`src/rtl/mem_arbiter.sv`:
```
// mem_arbiter: shares one synchronous 64K x 8 RAM port between video
// scanout (read-only), the CPU and a DMA engine. One grant per cycle,
// fixed priority video > CPU > DMA, with a starvation counter that lifts a
// waiting DMA request to top priority after DMA_MAX_WAIT pass-overs.
// The RAM returns read data one cycle after the address, so the grantee of
// cycle N is remembered in owner_q and acknowledged in cycle N+1.
module mem_arbiter #(
  parameter int unsigned DMA_MAX_WAIT = 8
) (
  input  logic        clock,
  input  logic        reset_n,
  output logic [15:0] mem_address,
  output logic [7:0]  mem_data_o,
  output logic        mem_we,
  input  logic [7:0]  mem_data_i,
  input  logic        vid_req,
  input  logic [15:0] vid_address,
  output logic        vid_ack,
  output logic [7:0]  vid_data,
  input  logic        cpu_req,
  input  logic [15:0] cpu_address,
  input  logic        cpu_we,
  input  logic [7:0]  cpu_data_o,
  output logic        cpu_ready,
  output logic [7:0]  cpu_data_i,
  input  logic        dma_req,
  input  logic [15:0] dma_address,
  input  logic        dma_we,
  input  logic [7:0]  dma_data_o,
  output logic        dma_ack,
  output logic [7:0]  dma_data
);

  typedef enum logic [1:0] {
    OWN_NONE = 2'd0,
    OWN_VID  = 2'd1,
    OWN_CPU  = 2'd2,
    OWN_DMA  = 2'd3
  } owner_e;

  localparam logic [7:0] WAIT_MAX = 8'(DMA_MAX_WAIT);

  // Owner of the access whose completion is due this cycle
  owner_e      owner_q, owner_d;
  logic        owner_we_q, owner_we_d;
  logic [7:0]  wait_cnt_q, wait_cnt_d;
  logic [7:0]  vid_data_q, vid_data_d;
  logic [7:0]  cpu_data_q, cpu_data_d;
  logic [7:0]  dma_data_q, dma_data_d;

  logic        vid_elig_s;
  logic        cpu_elig_s;
  logic        dma_elig_s;
  logic        dma_force_s;
  logic [15:0] grant_addr_s;
  logic [7:0]  grant_wdata_s;
  logic        grant_we_s;

  // A requester whose ack is due this cycle is still holding the request
  // that was just served, so it must sit out one cycle.
  always_comb begin
    vid_elig_s  = vid_req && (owner_q != OWN_VID);
    cpu_elig_s  = cpu_req && (owner_q != OWN_CPU);
    dma_elig_s  = dma_req && (owner_q != OWN_DMA);
    dma_force_s = dma_elig_s && (wait_cnt_q == WAIT_MAX);
  end

  // Grant decision: starved DMA first, then video > CPU > DMA
  always_comb begin
    owner_d = OWN_NONE;
    if (dma_force_s) begin
      owner_d = OWN_DMA;
    end else if (vid_elig_s) begin
      owner_d = OWN_VID;
    end else if (cpu_elig_s) begin
      owner_d = OWN_CPU;
    end else if (dma_elig_s) begin
      owner_d = OWN_DMA;
    end else begin
      owner_d = OWN_NONE;
    end
  end

  // Steer the granted requester's address/data/we onto the RAM port
  always_comb begin
    grant_addr_s  = 16'h0000;
    grant_wdata_s = 8'h00;
    grant_we_s    = 1'b0;
    case (owner_d)
      OWN_VID: begin
        grant_addr_s  = vid_address;
        grant_wdata_s = 8'h00;
        grant_we_s    = 1'b0;
      end
      OWN_CPU: begin
        grant_addr_s  = cpu_address;
        grant_wdata_s = cpu_data_o;
        grant_we_s    = cpu_we;
      end
      OWN_DMA: begin
        grant_addr_s  = dma_address;
        grant_wdata_s = dma_data_o;
        grant_we_s    = dma_we;
      end
      default: begin
        grant_addr_s  = 16'h0000;
        grant_wdata_s = 8'h00;
        grant_we_s    = 1'b0;
      end
    endcase
    owner_we_d = grant_we_s;
  end

  // RAM port is parked (no write, address 0) whenever reset is asserted,
  // independent of the clock.
  always_comb begin
    if (reset_n) begin
      mem_address = grant_addr_s;
      mem_data_o  = grant_wdata_s;
      mem_we      = grant_we_s;
    end else begin
      mem_address = 16'h0000;
      mem_data_o  = 8'h00;
      mem_we      = 1'b0;
    end
  end

  // DMA starvation counter: counts pass-overs, clears on grant or idle
  always_comb begin
    wait_cnt_d = wait_cnt_q;
    if (!dma_req) begin
      wait_cnt_d = 8'd0;
    end else if (owner_d == OWN_DMA) begin
      wait_cnt_d = 8'd0;
    end else if (dma_elig_s && (wait_cnt_q < WAIT_MAX)) begin
      wait_cnt_d = wait_cnt_q + 8'd1;
    end else begin
      wait_cnt_d = wait_cnt_q;
    end
  end

  // Completion: ack follows owner_q; read data passes straight through in
  // the ack cycle and is held afterwards. Writes leave held data untouched.
  always_comb begin
    vid_ack    = (owner_q == OWN_VID);
    cpu_ready  = (owner_q == OWN_CPU);
    dma_ack    = (owner_q == OWN_DMA);
    vid_data_d = vid_data_q;
    cpu_data_d = cpu_data_q;
    dma_data_d = dma_data_q;
    if (vid_ack && !owner_we_q) begin
      vid_data_d = mem_data_i;
    end else begin
      vid_data_d = vid_data_q;
    end
    if (cpu_ready && !owner_we_q) begin
      cpu_data_d = mem_data_i;
    end else begin
      cpu_data_d = cpu_data_q;
    end
    if (dma_ack && !owner_we_q) begin
      dma_data_d = mem_data_i;
    end else begin
      dma_data_d = dma_data_q;
    end
    vid_data   = vid_data_d;
    cpu_data_i = cpu_data_d;
    dma_data   = dma_data_d;
  end

  // Owner/starvation state; reset discards any in-flight access
  always_ff @(posedge clock or negedge reset_n) begin
    if (!reset_n) begin
      owner_q    <= OWN_NONE;
      owner_we_q <= 1'b0;
      wait_cnt_q <= 8'd0;
    end else begin
      owner_q    <= owner_d;
      owner_we_q <= owner_we_d;
      wait_cnt_q <= wait_cnt_d;
    end
  end

  // Held read-data registers for each requester
  always_ff @(posedge clock or negedge reset_n) begin
    if (!reset_n) begin
      vid_data_q <= 8'h00;
      cpu_data_q <= 8'h00;
      dma_data_q <= 8'h00;
    end else begin
      vid_data_q <= vid_data_d;
      cpu_data_q <= cpu_data_d;
      dma_data_q <= dma_data_d;
    end
  end

endmodule

```
`config.mk`:
```
export PLATFORM = sky130hd
export DESIGN_NAME = mem_arbiter
export DESIGN_NICKNAME = d
export VERILOG_FILES = /design/src/rtl/mem_arbiter.sv
export SDC_FILE = /design/constraint.sdc
export NUM_CORES = 1
export LEC_CHECK = 0
export CELL_PAD_IN_SITES_DETAIL_PLACEMENT = 1
export CELL_PAD_IN_SITES_GLOBAL_PLACEMENT = 2
export CORE_MARGIN = 2
export CORE_UTILIZATION = 20
export DETAILED_ROUTE_END_ITERATION = 7
export PLACE_DENSITY = 0.84
export SYNTH_ARGS = -nofsm -noshare
export SYNTH_HDL_FRONTEND = slang
export SYNTH_SLANG_ARGS = --single-unit
```
`constraint.sdc`:
```
create_clock -name clock -period 2.3 [get_ports clock]
set_input_delay 0.23 -clock clock [delete_from_list [all_inputs] [get_ports clock]]
set_output_delay 0.23 -clock clock [all_outputs]
set_load 0.005 [all_outputs]
```
; Word level (Yosys, flattened, before mapping)
; Index checks and enable logic that the tools add are counted.
[word_totals]
elab_cells = 44
in_bits = 79
output_inout_bits = 52
regBits = 35
[op_classes]
magnitude_cmp = 1
eq_ne = 11
reduce_logical = 9
n_mux = 16
n_addsub = 1
[op_table]
columns = operator, count
row1 = 8-bit two-way mux, 7
row2 = 16-bit one-hot mux with 3 select lines, 1
row3 = 16-bit two-way mux, 1
row4 = 8-bit one-hot mux with 2 select lines, 1
row5 = "8-bit by 1-bit adder with 8-bit output, second input constant", 1
row6 = "2-bit equality test, second input constant", 4
row7 = "8-bit by 4-bit equality test with 1-bit output, second input constant", 1
row8 = 1-bit logical AND, 8
row9 = "8-bit by 4-bit < comparator with 1-bit output, second input constant", 1
row10 = 2-bit two-way mux, 4
row11 = "2-bit by 1-bit equality test with 1-bit output, second input constant", 2
row12 = "2-bit != test, second input constant", 2
row13 = "3-bit by 1-bit != test with 1-bit output, second input constant", 1
row14 = "2-bit by 1-bit != test with 1-bit output, second input constant", 1
row15 = 1-bit one-hot mux with 2 select lines, 1
row16 = 1-bit zero test, 1
row17 = 1-bit two-way mux, 1

; Longest topological paths before layout
; Gate-level depths: netlist (run 1).
[logic_depth]
word_depth = 9
mapped_depth = 10
depth_no_buf = 8

; Worst setup path before layout (run 1)
; Ideal clock, no wire load.
[synth_timing]
path_kind = reg-to-output
start = register wait_cnt_q[6]
end = output port mem_we
arrival_ns = 1.787
path_slack_ns = 0.283
stages_incl_launch_ff = 7
required_time_ns = 2.070
path_buffers = 1
path_cell_list = dfrtp_1 or4_4 nor3_2 and3b_1 buf_6 a32o_2 and2_1
[synth_via]
elab_chain_cells = 6
elab_cells_between_ends = 7
classes_between = 3 x eq/ne / 3 x mux / 1 x reduce/logical
[synth_lines]
columns = item, line_no
row1 = start: declaration, 46  ; logic [7:0] wait_cnt_q, wait_cnt_d;
row2 = start signal: assignment, 180  ; wait_cnt_q <= wait_cnt_d;
row3 = 8-bit by 4-bit equality test with 1-bit output (*), 65  ; dma_force_s = dma_elig_s && (wait_cnt_q == WAIT_MAX);
row4 = 1-bit logical AND (*), 65
row5 = 2-bit two-way mux (*), 71  ; if (dma_force_s) begin
row6 = 2-bit equality test, 89  ; case (owner_d)
row7 = 1-bit one-hot mux with 2 select lines (*), 89
row8 = via grant_we_s, 57  ; logic grant_we_s;
row9 = 1-bit two-way mux (*), 117  ; if (reset_n) begin
row10 = end: declaration, 14  ; output logic mem_we,
; The timed path passes the listed nets; every way through them passes the cells marked *.

; Worst setup path in the final report (run 1)
; Ends and elaborated chain as after synthesis.

==> results of run 1 <==
==> final cells by class <==
class | instances | area (um2)
inverter | 6 | 25.0
timing repair buffer | 197 | 1890
fill | 1108 | 5780
sequential | 35 | 877
multi-input combinational | 136 | 1300
tap | 136 | 170
clock inverter | 1 | 8.76
clock buffer | 7 | 86.3
==> final timing paths <==
path	slack, ps	to	start
max in group asynchronous	1250	dma_data_q[0]$_DFF_PN0_	reset_n
max	-280	mem_we	wait_cnt_q[6]$_DFFE_PN0P_
min in group clock	500	vid_data_q[1]$_DFF_PN0_	vid_data_q[1]$_DFF_PN0_
min reg2reg	500	vid_data_q[1]$_DFF_PN0_	vid_data_q[1]$_DFF_PN0_
max reg2reg	320	wait_cnt_q[2]$_DFFE_PN0P_	wait_cnt_q[6]$_DFFE_PN0P_
min	340	owner_q[0]$_DFF_PN0_	reset_n
==> placed cells by master, fill, tap and decap left out, types with 3 or more instances in the layout <==
| master | count |
|---|---|
| and3_1 | 4 |
| a32oi_1 | 8 |
| a21oi_2 | 15 |
| buf_2 | 25 |
| clkbuf_8 | 6 |
| dlygate4sd2_1 | 6 |
| nand3_1 | 17 |
| a32oi_2 | 14 |
| nor2b_1 | 11 |
| clkdlybuf4s15_1 | 8 |
| a21oi_1 | 3 |
| dfrtp_1 | 34 |
| buf_4 | 44 |
| buf_16 | 5 |
| dlymetal6s2s_1 | 8 |
| buf_12 | 4 |
| clkdlybuf4s50_1 | 80 |
| nor2b_4 | 5 |
| nand2_1 | 3 |
| mux2_2 | 21 |
| inv_1 | 5 |
| buf_6 | 12 |
| nor2_1 | 6 |
| mux2_4 | 3 |
==> through the flow <==
stage	hold slack [ps]	TNS (ps)
after floorplan	-65.6	0
after global placement	102	-6430
after global routing	350	-7680
after CTS	319	-5500
after detailed placement	102	-7670
final	337	-5640
==> flip-flops by register name (all words and copies together) (netlist names) <==
| register | flops |
|---|---|
| cpu_data_q | 8 |
| dma_data_q | 8 |
| vid_data_q | 8 |
| wait_cnt_q | 8 |
| owner_q | 2 |
| owner_we_q | 1 |
==> what timing repair did <==
item                       in CTS  in global routing
setup endpoints to repair      49                 42
cloned                          5                  0
hold buffers                    1                  0
resized for setup             168                 35
setup buffers                  24                 12
hold endpoints to repair        2                  0
pin swaps                      40                  3
==> layer usage <==
metal	vias up	routed length [um]	GRT usage [%]	part of all wire [%]
li1	1099	-	-	-
met1	1152	3810	19.9	42
met2	96	4520	27.7	50
met3	13	653	4.51	7.2
met4	0	141	4.86	1.5
met5	-	0	0	0
==> where the power goes <==
group          switching [mW]  internal (mW)
registers              0.0762          0.855
clock network           0.218          0.245
logic                    1.16           1.63
total                    1.45           2.73
==> cells by family after synthesis <==
family / share of synthesized area (%)
AO/OA/AOI/OAI: 20.0
XOR/XNOR: 0.851
adder cells (fa/ha/maj): 1.22
buffers and inverters: 6.44
flip-flops: 42.6
multiplexers: 13.6
AND/OR/NAND/NOR: 15.3
==> critical path, stage by stage (launching register included) <==
cell,delay (ps)
dfrtp_1,380
or4_4,590
nor3_4,140
and3b_2,290
buf_6,130
a32o_2,270
and2_4,160
buf_6,110
==> results.json, run 1 <==
{
  "status": "finished with violations",
  "violations": "negative setup slack",
  "syn-instance-count": 193,
  "async_reset_ff_share_pct": 100,
  "synth_edf_count": 0,
  "dr.pass1.iters": 4,
  "die-area_um2": 11100,
  "cts_sinks": 35,
  "dp_slack_ps": -372,
  "chipHeight_um": 105,
  "cp_max_fo": 4,
  "clock_latency_ps": 280,
  "grt_pass1_vias": 2617,
  "placed_area_um2": 3660,
  "n_antenna_cell": 0,
  "syn-cell-area_um2": 2060,
  "ys_ff_latch": 35,
  "reg2reg_depth": 6,
  "grt_pass1_wl_um": 14300,
  "clockRootBuffer": "clkbuf_8",
  "arrival_ps": 2350,
  "cts_buffer_depth": 2,
  "post_drt_via_cell_ratio": 4.56,
  "totalWireLength_um": 9120,
  "cts_buffers": 5,
  "routedWlPerCell_um": 17.6,
  "via_count": 2360,
  "design.portCount": 131,
  "drc": 0,
  "ys_types": 38,
  "utilization_pct": 43.0,
  "max_freq_mhz": 387,
  "tightest_slew_ps": 458,
  "fin_crit_ps": 2580,
  "crit_path_start_kind": "flip-flop",
  "syn_nets": 274,
  "place_congestion": 0.811,
  "antenna_found_initial": 0,
  "grt_max_degree": 34,
  "avgSynthCellArea_um2": 10.7,
  "yosysTopAreaCell": "dfrtp_1",
  "hold_violations": 0,
  "start_util_pct": 20.3,
  "worstSetupPathType": "reg -> out",
  "final_max_slew_viol_count": 0,
  "fin_area_um2": 4360,
  "maxSlewHeadroom_pct": 69.2,
  "drt_iter0_markers": 68,
  "drv_cap": 0,
  "area_growth_pct": 112,
  "required_ps": 2070,
  "ir_drop_v": 0.000545,
  "portBuffers": 130,
  "cts_tree": "done",
  "fin_crit_sh_pct": 112,
  "setup_ws_ps": -285,
  "die_w_um": 105,
  "drive_gt1_share_pct": 45.8,
  "dp_hpwl_um": 6030,
  "hp-class": "in -> async",
  "grt.overflow.total": 0,
  "cts_htree_levels": 2,
  "yosys-top-cells-area": "dfrtp_1, mux2_2, a32oi_1",
  "p_leak_nw": 1.93,
  "grt_usage_pct": 16.3,
  "clk_pin_slew_worst_paths_ps": 70,
  "synth.top_cell.area_share_pct": 42.6,
  "setup-violations-final": 25,
  "nets": 462,
  "synthTopCellsByCount": "dfrtp_1, a32oi_1, mux2_2",
  "endpoint_kind": "primary output",
  "core-area_um2": 10100,
  "yosysSeqAreaShare_pct": 42.6,
  "synth.most_common_cell": "dfrtp_1",
  "p_per_area_nw_per_um2": 958,
  "finClkSkew_ps": 7.77,
  "rsz0062_at_grt": "true",
  "p_total_mw": 4.18,
  "num_rows": 37,
  "dominantRegCellSynth": "dfrtp_1",
  "fin_cells": 518,
  "yosysWarningCount": 0,
  "dp.cells": 469,
  "ant_nets": 0
}
Note: power is estimated with default switching activity, not from simulation.
==> run 2, diff against run 1 <==
Settings changed: CORE_UTILIZATION 20 to 21, CTS_BUF_LIST set to sky130_fd_sc_hd__clkbuf_4 sky130_fd_sc_hd__clkbuf_8, GPL_TIMING_DRIVEN set to 0, PLACE_DENSITY 0.84 to 0.87.
==> run 2 against run 1 <==
- flip-flop and latch count unchanged
- design area down 4.2%
- combinational power down 7.6%
- the run still ends with negative setup slack left
- highest routed layer unchanged
- largest cell class unchanged
- first-iteration DRC count down 16%
- routed wire length down 8.9%
- critical path depth up 3
- register-to-register slack worse by 70 ps
- non-clock buffer count down 21
- total power down 5.5%
- clock power down 9.1%
==> results.json, run 2 (synthesis results as in run 1) <==
{
  "finalHoldWorstSlack_ps": 498,
  "n_antenna_cell": 0,
  "dr.max_layer_used": "met4",
  "grt_pass1_vias": 2444,
  "num_rows": 36,
  "ant_nets": 0,
  "maxSlewHeadroom_pct": 65.7,
  "hold_violations": 0,
  "slowest_stage": "or4_4",
  "chipHeight_um": 103,
  "grt.overflow.total": 0,
  "share_comb_of_total_power_pct": 65.2,
  "antenna_found_initial": 0,
  "final_max_slew_viol_count": 0,
  "p_int_mw": 2.56,
  "reg2reg_depth": 6,
  "sw_frac_of_total_pct": 35.1,
  "crit_path_start_kind": "flip-flop",
  "dp.cells": 457,
  "p_seq_share_pct": 24.2,
  "design.portCount": 131,
  "min_path_cells": 1,
  "die_w_um": 103,
  "cts_buffers": 5,
  "setup-violations-final": 25,
  "via_count": 2234,
  "endpoint_kind": "primary output",
  "utilization_pct": 43.4,
  "fin_area_um2": 4180,
  "clk_pin_slew_worst_paths_ps": 70,
  "p_per_area_nw_per_um2": 945,
  "cts_sinks": 35,
  "drive_gt1_share_pct": 45.3,
  "die-area_um2": 10600,
  "cp_top_family": "simple AND/OR/NAND/NOR gates",
  "drc": 0,
  "dr_wl_met3_um": 597,
  "rsz0062_at_grt": "true",
  "finClkSkew_ps": 5.13,
  "tightest_slew_ps": 510,
  "start_util_pct": 21.4,
  "layout_common_cells": "clkdlybuf4s50_1, dfrtp_1, buf_2, buf_4, mux2_2",
  "core-area_um2": 9640,
  "wl_met1_um": 3270,
  "final_common_cell": "clkdlybuf4s50_1",
  "routedWlPerCell_um": 16.9,
  "setup_ws_ps": -281,
  "dr.pass1.iters": 6,
  "clock_latency_ps": 280,
  "portBuffers": 130,
  "rr_startpoint": "wait_cnt_q[5]$_DFFE_PN0P_",
  "pwr-share-clk_pct": 10.7,
  "worstSetupPathType": "reg -> out",
  "grt_usage_pct": 15.0,
  "cp_cell_sequence": "or4_4 > nor3_4 > and3b_1 > buf_6 > clkinv_4 > o21ai_4 > buf_6 > buf_6 > a21oi_2 > buf_2",
  "p_leak_nw": 1.79,
  "switchingPower_mw": 1.38,
  "cts_tree": "done",
  "totalWireLength_um": 8310,
  "cts_htree_levels": 2,
  "area_growth_pct": 103,
  "max_freq_mhz": 387,
  "post_drt_via_cell_ratio": 4.53,
  "hold_end": "dma_data_q[1]$_DFF_PN0_",
  "max_stage_delay_ps": 580,
  "reg2reg_to": "wait_cnt_q[2]$_DFFE_PN0P_",
  "cp_max_fo": 6,
  "cts_buffer_depth": 2,
  "reg2reg_setup_slack_ps": 250,
  "grt_pass1_wl_um": 12500,
  "placed_area_um2": 3540,
  "nets": 441,
  "drv_cap": 0,
  "fin_crit_ps": 2580,
  "required_ps": 2070,
  "arrival_ps": 2350,
  "grt_max_degree": 39,
  "drt_iter0_markers": 57,
  "wl_met2_um": 4370,
  "fin_cells": 493,
  "violations": "negative setup slack",
  "status": "finished with violations",
  "fin_crit_sh_pct": 112,
  "hp-class": "reg -> reg",
  "ir_drop_v": 0.000488,
  "dp_hpwl_um": 5670,
  "hp-start": "dma_data_q[1]$_DFF_PN0_",
  "place_congestion": 0.713,
  "clockRootBuffer": "clkbuf_8",
  "dp_slack_ps": -815,
  "cp_common_cell": "buf_6",
  "critPathBufInv": 5
}
run 2: cell count changes in the layout (fill, tap and decap cells not counted), moves of 2 or more:
cell / change
buf_8: +4
mux2_4: +3
buf_4: -25
dlygate4sd2_1: -5
mux2_2: -3
buf_2: +2
clkdlybuf4s50_1: +8
buf_12: -3
nand3_1: -12
clkbuf_4: +2
a32oi_1: +3
nand3_2: +12
a32oi_4: -2
buf_16: -2
run 2: metrics by stage:
step | setup TNS, ps | power, mW
2_1_floorplan | 0 | 1.90
3_3_place_gp | -29640 | 2.96
3_5_place_dp | -14960 | 3.00
4_1_cts | -5180 | 3.81
5_1_grt | -7520 | 4.22
6_report | -4640 | 3.95
run 2: metal layers:
metal	global-route usage [%]	vias to the layer above
met5	0	-
met4	3.04	0
met3	4.20	9
met2	27.2	76
met1	17.6	1094
li1	-	1055
run 2: layout make-up:
type,count,area (um2)
Clock buffer,5,68.8
Multi-Input combinational cell,136,1330
Sequential cell,35,878
Fill cell,1098,5460
Tap cell,133,166
Clock inverter,2,13.8
Buffer,14,163
Inverter,6,27.5
Timing Repair Buffer,162,1530
run 2: timing repair:
action	CTS	global route
setup buffers	17	9
cloned	4	0
gates resized for setup	183	37
endpoints found under the setup margin	49	33
endpoints found under the hold margin	35	0
hold buffers	1	0
pin swaps	28	2
run 2: worst max-delay path by stage:
| stage | endpoint | startpoint | slack (ps) | cells past startpoint |
|---|---|---|---|---|
| 2_1_floorplan | mem_we | wait_cnt_q[6]$_DFFE_PN0P_ | 280 | 6 |
| 3_3_place_gp | mem_address[12] | reset_n | -1350 | 5 |
| 3_5_place_dp | mem_address[6] | dma_req | -810 | 10 |
| 4_1_cts | mem_address[11] | wait_cnt_q[4]$_DFFE_PN0P_ | -290 | 10 |
| 5_1_grt | mem_address[7] | wait_cnt_q[5]$_DFFE_PN0P_ | -400 | 10 |
| 6_report | mem_address[7] | wait_cnt_q[5]$_DFFE_PN0P_ | -280 | 10 |
run 2: power groups by stage:
stage / Sequential [mW] / Combinational [mW] / Clock (mW)
CTS: 0.951 / 2.42 / 0.440
global route: 0.986 / 2.78 / 0.461
floorplan: 0.922 / 0.978 / 0
detailed placement: 0.958 / 2.04 / 0
global placement: 0.943 / 2.02 / 0
finish: 0.955 / 2.57 / 0.421
